File: config.mk
export PLATFORM = sky130hd
export DESIGN_NAME = nway_fifo
export DESIGN_NICKNAME = d
export VERILOG_FILES = /design/src/rtl/nway_fifo.sv
export SDC_FILE = /design/constraint.sdc
export NUM_CORES = 1
export LEC_CHECK = 0
export BUFFER_PORTS_ARGS = -buffer_cell sky130_fd_sc_hd__buf_2
export CAP_MARGIN = 30
export CORE_MARGIN = 2
export CORE_UTILIZATION = 45
export DETAILED_ROUTE_END_ITERATION = 12
export GPL_ROUTABILITY_DRIVEN = 0
export MAX_ROUTING_LAYER = met4
export PLACE_DENSITY_LB_ADDON = 0.12
export SYNTH_ARGS = -nofsm -noshare
export SYNTH_HDL_FRONTEND = slang
export SYNTH_SLANG_ARGS = --single-unit
export TNS_END_PERCENT = 100
File: constraint.sdc
create_clock -name clk_i -period 14.5 [get_ports clk_i]
set_input_delay 1.45 -clock clk_i [delete_from_list [all_inputs] [get_ports clk_i]]
set_output_delay 1.45 -clock clk_i [all_outputs]
set_load 0.05 [all_outputs]
File: src/rtl/nway_fifo.sv
// Parametrised N-lane valid/ready FIFO with fill level, almost-full and sticky protocol-error flags.
// Lane 0 is the oldest entry on both sides; up to Lanes entries enter and leave per cycle.
module nway_fifo #(
    parameter int Depth     = 8,
    parameter int Width     = 32,
    parameter int Lanes     = 4,
    parameter int PplRead   = 0,
    parameter int WrThrough = 0,
    parameter int AFullThr  = 6
) (
    input  logic                       clk_i,
    input  logic                       rst_i,
    input  logic                       flush_i,
    input  logic [Lanes-1:0]           wr_valid_i,
    input  logic [Lanes*Width-1:0]     wr_data_i,
    output logic [Lanes-1:0]           wr_rdy_o,
    input  logic [Lanes-1:0]           rd_rdy_i,
    output logic [Lanes-1:0]           rd_valid_o,
    output logic [Lanes*Width-1:0]     rd_data_o,
    output logic [$clog2(Depth):0]     level_o,
    output logic                       afull_o,
    output logic                       err_o
);

    localparam int LW = $clog2(Depth) + 1;
    localparam int AW = (Depth > 1) ? $clog2(Depth) : 1;
    localparam int SW = LW + 1;
    localparam logic [LW-1:0] IdxMask = LW'(Depth - 1);

    logic [Width-1:0] mem [Depth];

    logic [LW-1:0] wr_ptr_q;
    logic [LW-1:0] rd_ptr_q;
    logic [LW-1:0] level_q;
    logic          afull_q;
    logic          err_q;

    logic [SW-1:0]    free_q;
    logic [SW-1:0]    fill_q;
    logic [Lanes-1:0] stored_valid;
    logic [SW-1:0]    n_r_stored;
    logic [SW-1:0]    wr_room;
    logic [SW-1:0]    rd_avail;
    logic [SW-1:0]    n_w;
    logic [SW-1:0]    n_r;
    logic [SW-1:0]    level_nxt;
    logic             proto_err;

    function automatic logic [SW-1:0] lead_ones(input logic [Lanes-1:0] v);
        logic [SW-1:0] n;
        logic          run;
        n   = '0;
        run = 1'b1;
        for (int k = 0; k < Lanes; k++) begin
            run = run & v[k];
            if (run) n = n + SW'(1);
        end
        return n;
    endfunction

    function automatic logic is_therm(input logic [Lanes-1:0] v);
        logic [Lanes:0] ext;
        ext = {1'b0, v};
        return ((ext & (ext + 1'b1)) == '0);
    endfunction

    function automatic logic [AW-1:0] slot(input logic [LW-1:0] ptr, input int k);
        logic [LW-1:0] sum;
        sum = ptr + LW'(k);
        return AW'(sum & IdxMask);
    endfunction

    // Write readiness under PplRead only credits reads of already-stored entries,
    // which keeps it independent of the write-through bypass and loop-free.
    always_comb begin
        free_q       = SW'(Depth) - SW'(level_q);
        fill_q       = SW'(level_q);
        stored_valid = '0;
        wr_rdy_o     = '0;
        rd_valid_o   = '0;
        rd_data_o    = '0;

        for (int k = 0; k < Lanes; k++) stored_valid[k] = (fill_q > SW'(k));
        n_r_stored = lead_ones(stored_valid & rd_rdy_i);

        wr_room = (PplRead != 0) ? (free_q + n_r_stored) : free_q;
        for (int k = 0; k < Lanes; k++) wr_rdy_o[k] = (wr_room > SW'(k));
        n_w = lead_ones(wr_valid_i & wr_rdy_o);

        rd_avail = (WrThrough != 0) ? (fill_q + n_w) : fill_q;
        for (int k = 0; k < Lanes; k++) rd_valid_o[k] = (rd_avail > SW'(k));
        n_r = lead_ones(rd_valid_o & rd_rdy_i);

        for (int k = 0; k < Lanes; k++) begin
            if (SW'(k) < fill_q) begin
                rd_data_o[k*Width +: Width] = mem[slot(rd_ptr_q, k)];
            end else if (rd_valid_o[k]) begin
                for (int j = 0; j < Lanes; j++) begin
                    if ((SW'(k) - fill_q) == SW'(j))
                        rd_data_o[k*Width +: Width] = wr_data_i[j*Width +: Width];
                end
            end
        end

        level_nxt = fill_q + n_w - n_r;
        proto_err = !is_therm(wr_valid_i) || !is_therm(rd_rdy_i);
    end

    always_ff @(posedge clk_i or posedge rst_i) begin
        if (rst_i) begin
            wr_ptr_q <= '0;
            rd_ptr_q <= '0;
            level_q  <= '0;
            afull_q  <= 1'b0;
            err_q    <= 1'b0;
        end else if (flush_i) begin
            wr_ptr_q <= '0;
            rd_ptr_q <= '0;
            level_q  <= '0;
            afull_q  <= 1'b0;
            err_q    <= 1'b0;
        end else begin
            wr_ptr_q <= wr_ptr_q + LW'(n_w);
            rd_ptr_q <= rd_ptr_q + LW'(n_r);
            level_q  <= LW'(level_nxt);
            afull_q  <= (level_nxt >= SW'(AFullThr));
            err_q    <= err_q | proto_err;
        end
    end

    // Storage has no reset; bypassed entries are written too so the pointers stay aligned.
    always_ff @(posedge clk_i) begin
        if (!rst_i && !flush_i) begin
            for (int j = 0; j < Lanes; j++) begin
                if (SW'(j) < n_w)
                    mem[slot(wr_ptr_q, j)] <= wr_data_i[j*Width +: Width];
            end
        end
    end

    assign level_o = level_q;
    assign afull_o = afull_q;
    assign err_o   = err_q;

endmodule

# After elaboration in Yosys (flattened, before gate mapping)
# Memory sizes are Yosys's and may differ from the RTL's.
# Cells that the tools add are included.
# Widths: inputs -> output; s select.
dict set report totals {
  reg_bits 14
  latchBits 0
  ramBits 256
  mem_bits_ro 0
  input_bits 139
  out_inout_bits 142
  wordCells 130
  mem_count 1
}
# memory depth word_bits read_ports rd_clocked_by_memory_dff wr line
set memory_table {}
lappend memory_table {mem 8 32 4 0 4 30} ;# logic [Width-1:0] mem [Depth];
dict set report classes {
  add_sub_neg 23
  n_mul 0
  div 0
  order_cmp 17
  eq_ne 12
  n_shift 0
  muxes 49
  n_bitwise 11
  n_reduce_logical 12
}
# op n
set op_table {}
lappend op_table {{$mux 32} 24}
lappend op_table {{$eq 5x2->1 const B} 8}
lappend op_table {{$add 5x1->5 const B} 6}
lappend op_table {{$logic_not 5->1} 6}
lappend op_table {{$mux 5} 6}
lappend op_table {{$eq 5x1->1 const B} 4}
lappend op_table {{$mux 1} 16}
lappend op_table {{$add 3x2->3 const B} 4}
lappend op_table {{$mux 4} 3}
lappend op_table {{$add 4x1->5 const B} 2}
lappend op_table {{$and 4x5->5} 2}
lappend op_table {{$gt 5x1->1 const B} 2}
lappend op_table {{$gt 5x2->1 const B} 2}
lappend op_table {{$lt 1x5->1 const A} 2}
lappend op_table {{$lt 2x5->1 const A} 2}
lappend op_table {{$sub 1x4->5 const A} 2}
lappend op_table {{$sub 2x4->5 const A} 2}
lappend op_table {{$add 4x4->4} 2}
lappend op_table {{$and 4x4->4} 2}
lappend op_table {{$gt 4x1->1 const B} 2}
lappend op_table {{$gt 4x2->1 const B} 2}
lappend op_table {{$lt 1x4->1 const A} 2}
lappend op_table {{$lt 2x4->1 const A} 2}
lappend op_table {{$add 3x1->3 const B} 2}
lappend op_table {{other kinds (9)} 17}

# Logic depth before layout (Yosys ltp)
# Gate-level depths: netlist (run 1).
dict set report logic_depth {
  depth_word 14
  depth_mapped 19
  depth_no_buf 18
}

# Worst setup path after synthesis (run 1)
# No wires, ideal clock.
dict set report synth_path {
  path_kind {register -> register}
  from {register level_q[0], in the netlist level_o[0]}
  to {memory mem[6][0] (enable)}
  setup_ns 0.394
  arrival_ns 5.563
  required_ns 14.106
  path_slack_ns 8.542
  stages_incl_launch_ff 16
  path_buffers 4
  synth_period_minus_slack_ns 5.958
  cell_sequence {dfrtp_1 inv_1 ha_1 and4_4 buf_6 o21ai_0 a31oi_1 ha_1 and4b_1 a221o_1 or3_1 clkbuf_1 and2_1 buf_2 buf_6 nand3_1}
}
# item line
set synth_lines {}
lappend synth_lines {{start: declaration} 34} ;# logic [LW-1:0] level_q;
lappend synth_lines {{start signal: assignment} 125} ;# level_q <= LW'(level_nxt);
lappend synth_lines {{end: declaration} 30}

# Final worst setup path (run 1)
dict set report layout_path {
  from {register rd_ptr_q[0]}
  to {output rd_data_o[63]}
}
dict set report layout_via {
  elab_chain_len 3
}
# item line
set layout_lines {}
lappend layout_lines {{start: declaration} 33} ;# logic [LW-1:0] rd_ptr_q;
lappend layout_lines {{start signal: assignment} 124} ;# rd_ptr_q <= rd_ptr_q + LW'(n_r);
lappend layout_lines {{$add 3x1->3} 69} ;# sum = ptr + LW'(k);
lappend layout_lines {{$mem_v2 8x32} n/a}
lappend layout_lines {{$mux 32} 95} ;# if (SW'(k) < fill_q) begin
lappend layout_lines {{end: declaration} 19} ;# output logic [Lanes*Width-1:0] rd_data_o,
# No other way between the ends.

==> results of run 1 <==
## cell usage in the layout (no fill, tap or decap), drive strengths merged, types with 2 or more instances in the layout
master / synthesis / final
or3b: 2 / 2
clkbuf: 96 / 40
nor2: 137 / 137
o22ai: 244 / 244
edfxtp: 256 / 256
bufinv: 0 / 3
nor4: 3 / 3
clkinv: 1 / 12
mux4: 230 / 230
diode: 0 / 20
and2: 9 / 9
or3: 7 / 7
buf: 228 / 336
a21o: 2 / 2
clkinvlp: 0 / 3
nor2b: 7 / 7
o31a: 2 / 2
nor3b: 2 / 2
mux2i: 359 / 359
and3: 3 / 3
nand3: 33 / 33
dfrtp: 12 / 12
a211oi: 8 / 8
fa: 6 / 6
o221a: 16 / 16
nand4: 15 / 15
nand2: 83 / 83
mux2: 8 / 8
o21ai: 11 / 11
ha: 17 / 17
inv: 29 / 30
conb: 2 / 2
xnor2: 8 / 8
xor2: 5 / 5
nand3b: 2 / 2
a21oi: 278 / 278
## area by class of cell
type,instances,share of cell area
antenna,20,0.00190
clock buffer,40,0.0340
clock inverter,18,0.00642
inverter,30,0.00428
multi-input combinational,1512,0.544
sequential,268,0.304
tap,680,0.0324
timing repair buffer,336,0.0723
## through the flow
stage | std cells | hold slack, ns | util
final | 2904 | 0.513 | 0.509
after global routing | 2902 | 0.577 | 0.509
after CTS | 2883 | 0.526 | 0.508
after detailed placement | 2825 | 0.513 | 0.487
after global placement | 2822 | 0.500 | 0.486
after floorplan | 2134 | 0.612 | -
## worst reg2reg max path: cells and delay by family (launching register included)
| family | cells | cell delay, ns |
|---|---|---|
| AND/OR/NAND/NOR | 5 | 1.72 |
| AO/OA/AOI/OAI | 3 | 1.22 |
| buffers and inverters | 3 | 1.08 |
| adder cells (fa/ha/maj) | 2 | 0.60 |
| flip-flops | 1 | 0.57 |
## per-layer routing
layer  GRT usage  up-vias  wire (um)
met4       0.155        0       4680
met1       0.467    10400      36200
met5           -        -          0
li1            -     8539          -
met3       0.107      318      12900
met2       0.516     1664      42100
## registers in the layout, indices dropped and copies added, names as in the netlist
name and cells:
wr_ptr_q 3, mem 256, level_o 4, rd_ptr_q 3, afull_o 1, err_o 1
## how the worst min path moves through the flow
| stage | end | slack (ns) |
|---|---|---|
| CTS | err_o | 0.53 |
| detailed placement | err_o | 0.51 |
| floorplan | wr_ptr_q[0] | 0.61 |
| finish | err_o | 0.51 |
| global placement | err_o | 0.50 |
| global route | err_o | 0.58 |
## kinds of logic after synthesis
group,share of synthesized area
other cells,0.000318
simple gates,0.0617
mux,0.376
flops,0.338
compound gates,0.142
fa+ha+maj,0.0141
xor+xnor,0.00482
buf+inv,0.0627
## power groups by stage
stage / clock network [uW] / logic, uW / registers (uW)
finish: 852 / 3290 / 1010
global route: 883 / 3450 / 1010
CTS: 854 / 3270 / 1000
detailed placement: 0 / 3270 / 1020
global placement: 0 / 3220 / 1020
floorplan: 0 / 2490 / 973
==> results.txt, run 1 <==
In this run the worst setup path begins at rd_ptr_q[0]. Sorting the synthesized cells by how often they occur yields sky130_fd_sc_hd__mux2i_1 (359), sky130_fd_sc_hd__a21oi_1 (269), sky130_fd_sc_hd__edfxtp_1 (256). Across the run, the number of max-cap violations was 0. The switching power as a share of total power came out at 0.518. The global-route usage over all layers is 0.358.

In this run the count of I/O pins placed on the die edge is 281. The tools report the HPWL after detailed placement as 55200 um. TritonCTS built the clock tree. Setup repair after global routing left no endpoint under its margin. The tools report the wire length reported by the detailed router as 95800 um.

The launching point of the worst reg2reg path was level_o[1]. Worst hold path stage count: 2. For this run the aggregate overflow at the end of global routing stands at 0. In the routed design, unresolved DRC markers number 0.

The tools report the final hold violation count as 0. For flop-to-flop paths, the worst setup slack is 8.96 ns. The clock insertion delay at the later pin of the skew report was 0.56 ns. The net count of the finished layout is 2344. Summing all multi-input logic gate instances after layout gives 14300 um^2. In this run, CTS created clock tree buffers numbering 34. Synthesis produced 2134 cells.

The analysis attributes to net switching a power of 2670 uW. For the register area share after synthesis, the log shows 0.338. The routed layout has 20900 vias. The count of port buffers added during placement came out at 280. The filler cells instantiated in the layout total 4542. The number of buffers and inverters on the critical path is 3. Top-area cell type share of the netlist area: 0.326. After detailed routing, the number of vias per cell comes to 7.19. The CTS root buffer is sky130_fd_sc_hd__clkbuf_16. From synthesis to final layout, the design area changed by 11.4%. The endpoint class of the critical path is an output pin.

The type of element launching the critical path was a flop. The run gives 0.0106 uW as the leakage power of the design. Hold repair after CTS inserted 0 buffers. In the final routed layout, each cell accounts on average for 33.0 um. The number of antenna violations at the first check in global routing was 19; the achievable clock frequency was 158 MHz.

The post-synthesis cell area is 23600 um^2, and the warning count from the yosys run is 0. After detailed placement, the total cell area comes to 25200 um^2. The number of gates resized after CTS is 0. Setup total negative slack on the finished layout was measured at 0 ns. The synthesized design contains 268 register bits.

In this run the worst setup path terminates at rd_data_o[63]. The critical path runs through a total of 8 cells. Ranked by total cell area, the synthesized netlist is headed by sky130_fd_sc_hd__edfxtp_1 (33%), sky130_fd_sc_hd__mux4_2 (22%), sky130_fd_sc_hd__mux2i_1 (15%).

Counting cells, the worst reg-to-reg path comes to 13. From bottom edge to top edge, the die measures 233 um. The detailed router finished its first iteration with 2763 violations. The logs give 0.313 for the worst-case headroom to the max-slew limit and 2 for the H-tree level count. With fillers left out, the area of the finished cells amounts to 26300 um^2. The post-synthesis average cell area is 11.1 um^2. The tools report the endpoint of the most critical register-to-register path as mem[2][4]. In this run the post-CTS setup repair buffer count came out at 0. The x dimension of the die came out at 233 um. sky130_fd_sc_hd__mux2i_1 is the most common cell in the netlist.

The number of different library cells in the post-synthesis netlist is 56. For the CTS sink count, the log shows 268. On the critical path the largest part of the delay comes from buffers and inverters.

The sequential fraction of design power was 0.195; the delay of the slowest cell on the worst path was 0.73 ns. Of all nets on the critical path, the largest fanout is 44. The pre-antenna-repair detailed-routing pass consisted of 6 iterations. Summing all flip-flop and latch instances after layout gives 8000 um^2. The run finished with clean final reports. Internal power comes to 2480 uW. The relative contribution of the clock network to total power is 0.166.

The largest individual stage delay along the critical path comes from the cell sky130_fd_sc_hd__dfrtp_4. Area of the core: 51600 um^2. The fraction of layout instances using a drive strength above 1 came out at 0.309. The cell that appears most often on the critical path is sky130_fd_sc_hd__buf_4. The type of the most critical hold path was reg2reg.

Combinational cell fraction of total power: 0.639. The post-synthesis async set-or-reset flop share is 0.0448. Power density over cell area: 196 nW/um^2. Number of pins exceeding their max-slew limit in the final report: 0. The number of global-route vias before repair is 19700.

Once detail routing completed, the nets flagged for antenna violations numbered 0. STA puts the critical path data required time at 13.05 ns. The hold path startpoint was err_o.

The tools report the wire length of the first global-routing pass as 136000 um. Before CTS, the worst setup slack after placement is 8.73 ns. For the pin with the worst max-slew slack, the measured transition is 1.03 ns. After clock tree synthesis, the clock-pin slew on the worst setup and hold paths is 0.05 ns. Setup violations remaining at the end of the flow were counted as 0. Overall die area: 54300 um^2. Cell type contributing the most total cell area after synthesis: sky130_fd_sc_hd__edfxtp_1. The run gives 0.0122 ns as the worst clock skew on the final layout. Across the VDD grid, the largest voltage drop is 0.000137 V.

Final worst slack: 8.18 ns. The tools report the number of buffers on the longest clock path as 3. When the netlist entered floorplanning its net count stood at 2296. Walking the worst path, the cells encountered are buf_4 > ha_1 > xor2_4 > buf_4 > mux4_2 > mux2i_1 > nor2_1 > buf_2. In the synthesized netlist the dominant register cell turns out to be sky130_fd_sc_hd__edfxtp_1. The arrival time reported for the critical path endpoint was 4.87 ns. The clock period could shrink to 6.32 ns. Total power for the finished layout comes to 5150 uW. The count of flip-flops with a built-in enable after synthesis works out to 256. The final worst-path cycle share was 0.436. The classification of the worst setup path is reg2out. Entering global routing, the biggest net connects 62 pins. Effective utilization at floorplan: 0.457.

Cell row count: 83.
No activity file was read; power rests on OpenSTA's default activity.
==> inputs of run 2 (changes only) <==
Clock period 14.5 ns to 5.7 ns, I/O delays scaled along.
==> results.txt, run 2 (synthesis gave the netlist of run 1 again) <==
The worst endpoint required time is 6.03 ns (-7.02 ns). The fraction of layout instances using a drive strength above 1 is 0.315 (+0.00633). Count of port buffers added during placement: 280 (unchanged). The achievable clock frequency is 191 MHz, and the minimum clock period after layout is 5.23 ns. Global-route usage over all layers: 0.342 (-0.0162). The power dissipated by switching net loads was 6710 uW (+150%); the flip-flop count of the largest register after layout was 256 (unchanged). Type of the most critical hold path: in2async. The number of post-CTS setup repair buffers is 0 (unchanged), and the overall die height is 233 um (unchanged). The run finished with clean final reports. The tools report the worst-case headroom to the max-slew limit as 0.302 (-0.0112).

The number of antenna violations at the first check in global routing is 5 (-14), and the final hold violation count is 0 (unchanged). Maximum fanout count along the critical path: 33 (-25%). The run gives 83 (unchanged) as the cell row count. Setup repair after global routing left no endpoint under its margin. The number of buffers created by CTS was 31 (-8.8%); the wire length of the first global-routing pass was 133000 um (-2.1%). The number of gates resized after CTS came out at 0 (unchanged). The most common cell after layout, fill and taps aside was sky130_fd_sc_hd__mux2i_1. The run gives 268 (unchanged) as the CTS sink count.

The run gives 0 (unchanged) as the quantity of hold-fixing buffers added after cts. The transition time at the pin with the least slew margin came out at 1.05 ns (+0.0197 ns). The instance area after placement is 25200 um^2 (+0.23%). For the maximum ir drop on the vdd rail, the log shows 0.000424 V (+210%).

The tools report the largest net degree at the start of global routing as 133 (+110%). For the final setup TNS, the log shows 0 ns (unchanged). The remaining antenna violation count is 0 (unchanged). The tools report the utilization after layout as 0.508 (-0.00126). The leakage power of the design is 0.0106 uW (-0.31%). The number of max-cap violations is 0 (unchanged), and the number of buffers on the longest clock path is 3 (unchanged). The logs give 2452 (-11%) for the count of routing violations after the opening detailed-route iteration and 26200 um^2 (-0.25%) for the post-route cell area.

The top register by number of flip-flops was mem. For the area of the core, the log shows 51600 um^2 (unchanged). Overall die area: 54300 um^2 (unchanged).

The number of top-level pins came out at 281 (unchanged). TritonCTS built the clock tree. The x dimension of the die is 233 um (unchanged), and the arrival time reported for the critical path endpoint is 5.56 ns (+0.69 ns).

The final global-route overflow total was 0 (unchanged); the remaining routing DRC violations was 0 (unchanged). The classification of the worst setup path is reg2reg. The vias per cell was 7.11 (-1.1%); the sequential fraction of design power was 0.195 (about the same).

The logs give 0.457 (unchanged) for the effective utilization at floorplan and 0 (unchanged) for the total of endpoints with negative setup slack in the final report. The worst setup path is captured at a flop. The worst hold slack across all endpoints was 0.0283 ns (-0.485 ns); the final worst-path cycle share was 0.918.

The routed length per placed instance was 31.5 um (-4.4%). The HPWL after detailed placement was 58300 um (+5.6%). The area growth from synthesis to layout is 11.1%.

The number of pins exceeding their max-slew limit in the final report is 0 (unchanged), and the number of global-route vias before repair is 20000 (+1.6%). Combined area of the multi-input logic cells: 14300 um^2 (about the same). The H-tree level count came out at 1 (-1). The combinational cell fraction of total power was 0.652 (+0.013). The total vias in the final route was 20500 (-1.7%); the relative contribution of the clock network to total power was 0.153 (-0.013). The sequential cell area is 8000 um^2 (unchanged), and the number of nets at the end of the flow is 2340 (-0.17%).

The library cells used most frequently in the layout, excluding fill and tap cells, are sky130_fd_sc_hd__mux2i_1 (359), sky130_fd_sc_hd__buf_2 (280), sky130_fd_sc_hd__a21oi_1 (268). The logs give 0.0142 ns (+0.00195 ns) for the worst clock skew on the final layout and 6 (unchanged) for the first-pass iteration count of the detailed router. The clock slew at the register clock pins of the worst setup and hold paths was 0.06 ns (about the same). The CTS root buffer was sky130_fd_sc_hd__clkbuf_16. The worst setup path is launched from a flop. The switching power as a share of total power is 0.522 (+0.00318). The power density over cell area came out at 491 nW/um^2 (+150%).

Number of filler instances in the final layout: 4584 (+0.92%). The clock insertion delay at the later pin of the skew report is 0.60 ns (+0.04 ns), and the design internal power is 6160 uW (+150%). Wire length reported by the detailed router: 91000 um (-5.0%).
## run 2: changes by cell type in the layout (fill, tap and decap cells not counted), moves of 7 or more
cell	delta
sky130_fd_sc_hd__and2_1	-8
sky130_fd_sc_hd__and2_2	+8
sky130_fd_sc_hd__buf_12	+10
sky130_fd_sc_hd__buf_4	-9
sky130_fd_sc_hd__diode_2	-14
sky130_fd_sc_hd__nand3_2	+7
## run 2: layer usage
layer  track usage  share of wire  vias up
met5             -              0        -
met4         0.121          0.033        0
met3        0.0589           0.10      204
met2         0.543           0.48     1389
met1         0.442           0.39    10400
li1              -              -     8510
## run 2: worst paths after layout
| kind | startpoint | endpoint | slack, ns | depth (start not counted) |
|---|---|---|---|---|
| max | level_o[0] | mem[3][14] | 0.47 | 14 |
| min | rst_i | wr_ptr_q[0] | 0.03 | 2 |
| max reg2reg | level_o[0] | mem[3][14] | 0.47 | 14 |
| min reg2reg | err_o | err_o | 0.51 | 2 |
| max in group asynchronous | rst_i | rd_ptr_q[2] | 5.30 | 2 |
| min in group clk_i | flush_i | wr_ptr_q[2] | 0.33 | 2 |
## run 2: critical path: stages (launching register included)
cell,delay [ns]
sky130_fd_sc_hd__dfrtp_1,0.62
sky130_fd_sc_hd__inv_1,0.17
sky130_fd_sc_hd__ha_1,0.33
sky130_fd_sc_hd__nor3b_2,0.57
sky130_fd_sc_hd__o22ai_1,0.16
sky130_fd_sc_hd__nand2_1,0.11
sky130_fd_sc_hd__a31oi_1,0.13
sky130_fd_sc_hd__ha_1,0.30
sky130_fd_sc_hd__and4b_1,0.31
sky130_fd_sc_hd__nand2_1,0.08
sky130_fd_sc_hd__mux2_2,0.31
sky130_fd_sc_hd__nand4_1,0.10
sky130_fd_sc_hd__and2_2,0.80
sky130_fd_sc_hd__nand3_2,0.60
sky130_fd_sc_hd__buf_12,0.37
## run 2: per-stage QoR
step | worst slack, ns | instances | total power [uW]
2_1_floorplan | 0.136 | 2134 | 8820
3_3_place_gp | 0.789 | 2822 | 10800
3_5_place_dp | 0.615 | 2823 | 10900
4_1_cts | 0.616 | 2879 | 12800
5_1_grt | 0.289 | 2886 | 13400
6_report | 0.470 | 2887 | 12900
## run 2: final cells by class
class                   instances  area share
diodes                          6    0.000572
inverters                      30     0.00429
repair buffers                335      0.0755
multi-input cells            1512       0.546
clock inverters                19     0.00568
flip-flops and latches        268       0.305
well taps                     680      0.0324
clock buffers                  37      0.0304
## run 2: power groups by stage
stage / logic (uW) / registers, uW / clock network (uW)
after floorplan: 6340 / 2480 / 0
after global placement: 8240 / 2540 / 0
after detailed placement: 8320 / 2550 / 0
after CTS: 8340 / 2510 / 1970
after global routing: 8840 / 2540 / 2040
final: 8390 / 2520 / 1960
==> inputs of run 3 (changes only) <==
==> constraint.sdc (replaced) <==
create_clock -name clk_i -period 5.7 [get_ports clk_i]
set_input_delay 0.855 -clock clk_i [delete_from_list [all_inputs] [get_ports clk_i]]
set_output_delay 0.855 -clock clk_i [all_outputs]
set_load 0.05 [all_outputs]
==> results.txt, run 3 (synthesis gave the netlist of run 1 again) <==
The run finished with clean final reports. The tools report the number of max-cap violations as 0 (unchanged). The number of nets at the end of the flow was 2349 (+0.38%). The vias per cell is 7.04 (-0.97%), and the met1 global-route usage is 0.441 (-0.000694).

Number of filler instances in the final layout: 4515 (-1.5%). TritonCTS built the clock tree. The sequential fraction of design power was 0.191 (-0.004); the clock slew at the register clock pins of the worst setup and hold paths was 0.06 ns (about the same).

The design internal power is 6520 uW (+5.9%). The most used routing layer is met2. The power dissipated by switching net loads was 6750 uW (+0.60%). The final hold violation count came out at 0 (unchanged).

The tools report the quantity of hold-fixing buffers added after cts as 0 (unchanged). The count of port buffers added during placement came out at 280 (unchanged). For the wire length reported by the detailed router, the log shows 92000 um (+1.0%).

For the largest net degree at the start of global routing, the log shows 125 (-6.0%). The remaining routing DRC violations is 0 (unchanged). The area of the core was 51600 um^2 (unchanged); the total of endpoints with negative setup slack in the final report was 0 (unchanged).

The flip-flop count of the largest register after layout is 256 (unchanged). The type of the most critical hold path is in2async. The leakage power of the design was 0.0107 uW (+1.4%). The delay of the slowest cell on the worst path works out to 0.75 ns (-0.05 ns). The number of post-CTS setup repair buffers was 0 (unchanged).

Counting flops per register, the top entry is mem. The x dimension of the die came out at 233 um (unchanged). For the worst endpoint required time, the log shows 5.99 ns (-0.04 ns). Worst clock skew on the final layout: 0.0108 ns (-0.00335 ns). The run gives 0.55 ns (-0.05 ns) as the clock insertion delay at the later pin of the skew report.

The met2 usage was 0.533 (-0.0107); the overall die height was 233 um (unchanged). Effective utilization at floorplan: 0.457 (unchanged). Traced cell by cell, the critical path runs through inv_1 > ha_1 > and4_4 > inv_2 > nand2_1 > a31oi_1 > ha_1 > and4b_1 > nand2_1 > mux2_2 > nand4_1 > and2_2 > nand3_2 > buf_16.

The minimum clock period after layout was 5.12 ns (-0.114 ns). The count of routing violations after the opening detailed-route iteration was 2663 (+8.6%); the area growth from synthesis to final layout was 12.4%. Type of element launching the critical path: a flop. The switching power as a share of total power is 0.509 (-0.0128). For the final global-route overflow total, the log shows 0 (unchanged). The number of global-route vias before repair came out at 20000 (-0.21%).

STA classifies the critical path endpoint as a flop. The tree is rooted in a sky130_fd_sc_hd__clkbuf_16. The worst-case headroom to the max-slew limit was 0.336 (+0.0335); the number of buffers on the longest clock path was 3 (unchanged). The cell with the biggest individual delay on the critical path is sky130_fd_sc_hd__and2_2. The number of pins exceeding their max-slew limit in the final report is 0 (unchanged), and the number of antenna violations at the first check in global routing is 6 (+1). The total vias in the final route came out at 20400 (-0.66%).

The maximum fanout count along the critical path was 32 (-3.0%). The run gives 54300 um^2 (unchanged) as the overall die area. The worst hold slack across all endpoints was 0.351 ns (+0.322 ns).

The power density over cell area works out to 501 nW/um^2 (+2.0%). The HPWL after detailed placement is 58500 um (+0.29%), and the routed length per placed instance is 31.8 um (+0.73%). The maximum ir drop on the vdd rail came out at 0.000447 V (+5.5%).

Setup repair after global routing left no endpoint under its margin. Number of top-level pins: 281 (unchanged). The worst setup path is of the reg2reg kind. On the critical path the largest part of the delay comes from simple AND/OR/NAND/NOR gates. Leaving out fill and tap cells, the most frequent cells in the layout are sky130_fd_sc_hd__mux2i_1 (359), sky130_fd_sc_hd__buf_2 (280), sky130_fd_sc_hd__a21oi_1 (268). Relative contribution of the clock network to total power: 0.177 (+0.024). The arrival time reported for the critical path endpoint was 5.41 ns (-0.15 ns). The final worst-path cycle share is 0.898 (-0.0199), and the remaining antenna violation count is 0 (unchanged). The transition time at the pin with the least slew margin was 0.996 ns (-0.0514 ns); the combinational cell fraction of total power was 0.632 (-0.020). The logs give 268 (unchanged) for the CTS sink count and 2 (+1) for the H-tree level count. The tools report the sequential cell area as 8000 um^2 (unchanged). For the achievable clock frequency, the log shows 195 MHz (+2.2%).

The tools report the global-route usage over all layers as 0.344 (+0.00275). The number of buffers created by CTS came out at 34 (+9.7%). The met3 track demand over resource in global routing was 0.0784 (+0.0195); the fraction of layout instances using a drive strength above 1 was 0.320 (+0.00551). The logs give 6 (unchanged) for the first-pass iteration count of the detailed router and 83 (unchanged) for the cell row count. The number of buffer and inverter stages on the critical path was 3 (+1); the combined area of the multi-input logic cells was 14300 um^2 (unchanged). The number of gates resized after CTS was 0 (unchanged); the wire length of the first global-routing pass was 133000 um (+0.18%). The library cell used most frequently in the layout, excluding fill and tap cells, is sky130_fd_sc_hd__mux2i_1. The tools report the final setup TNS as 0 ns (unchanged).
[run 3: path summary, 6_finish.rpt]
| kind | from | to | depth (start not counted) | slack [ns] |
|---|---|---|---|---|
| max in group asynchronous | rst_i | rd_ptr_q[2] | 2 | 5.00 |
| worst max-delay path | level_o[0] | mem[4][15] | 14 | 0.58 |
| worst max register to register | level_o[0] | mem[4][15] | 14 | 0.58 |
| min in group clk_i | err_o | err_o | 2 | 0.51 |
| worst min-delay path | rst_i | wr_ptr_q[1] | 2 | 0.35 |
| worst min register to register | err_o | err_o | 2 | 0.51 |
[run 3: final cells by class]
cell class | count | area share
clock buffers | 37 | 0.0333
clock inverters | 22 | 0.0109
flip-flops and latches | 268 | 0.302
multi-input cells | 1512 | 0.540
well taps | 680 | 0.0321
diodes | 6 | 0.000566
inverters | 30 | 0.00425
repair buffers | 341 | 0.0771
[run 3: metal layers]
| layer | up-vias | routed length (um) |
|---|---|---|
| met5 | - | 0 |
| met4 | 0 | 3740 |
| met3 | 237 | 10000 |
| met2 | 1335 | 43200 |
| met1 | 10300 | 35000 |
| li1 | 8542 | - |
[run 3: worst reg2reg max path: cells and delay by family, from the launching register on]
kind | cells | cell delay (ns)
muxes | 1 | 0.32
and+or+nand+nor | 7 | 2.21
AOI/OAI and AO/OA | 1 | 0.27
buffers and inverters | 3 | 0.90
DFF | 1 | 0.64
adders and majority gates | 2 | 0.52
[run 3: metrics by stage]
stage / instances / util / power, uW / area, um^2 / setup WS, ns
floorplan: 2134 / - / 8820 / 23600 / 0.136
global placement: 2827 / 0.489 / 10800 / 25200 / 0.510
detailed placement: 2830 / 0.490 / 10900 / 25300 / 0.692
CTS: 2889 / 0.513 / 13300 / 26500 / 0.669
global route: 2896 / 0.514 / 13800 / 26500 / 0.373
finish: 2896 / 0.514 / 13300 / 26500 / 0.583
[run 3: power groups by stage]
stage	Sequential [uW]	Combinational, uW	Clock, uW
after floorplan	2480	6340	0
after global placement	2560	8280	0
final	2530	8390	2350
after detailed placement	2570	8350	0
after global routing	2550	8820	2440
after CTS	2530	8370	2370
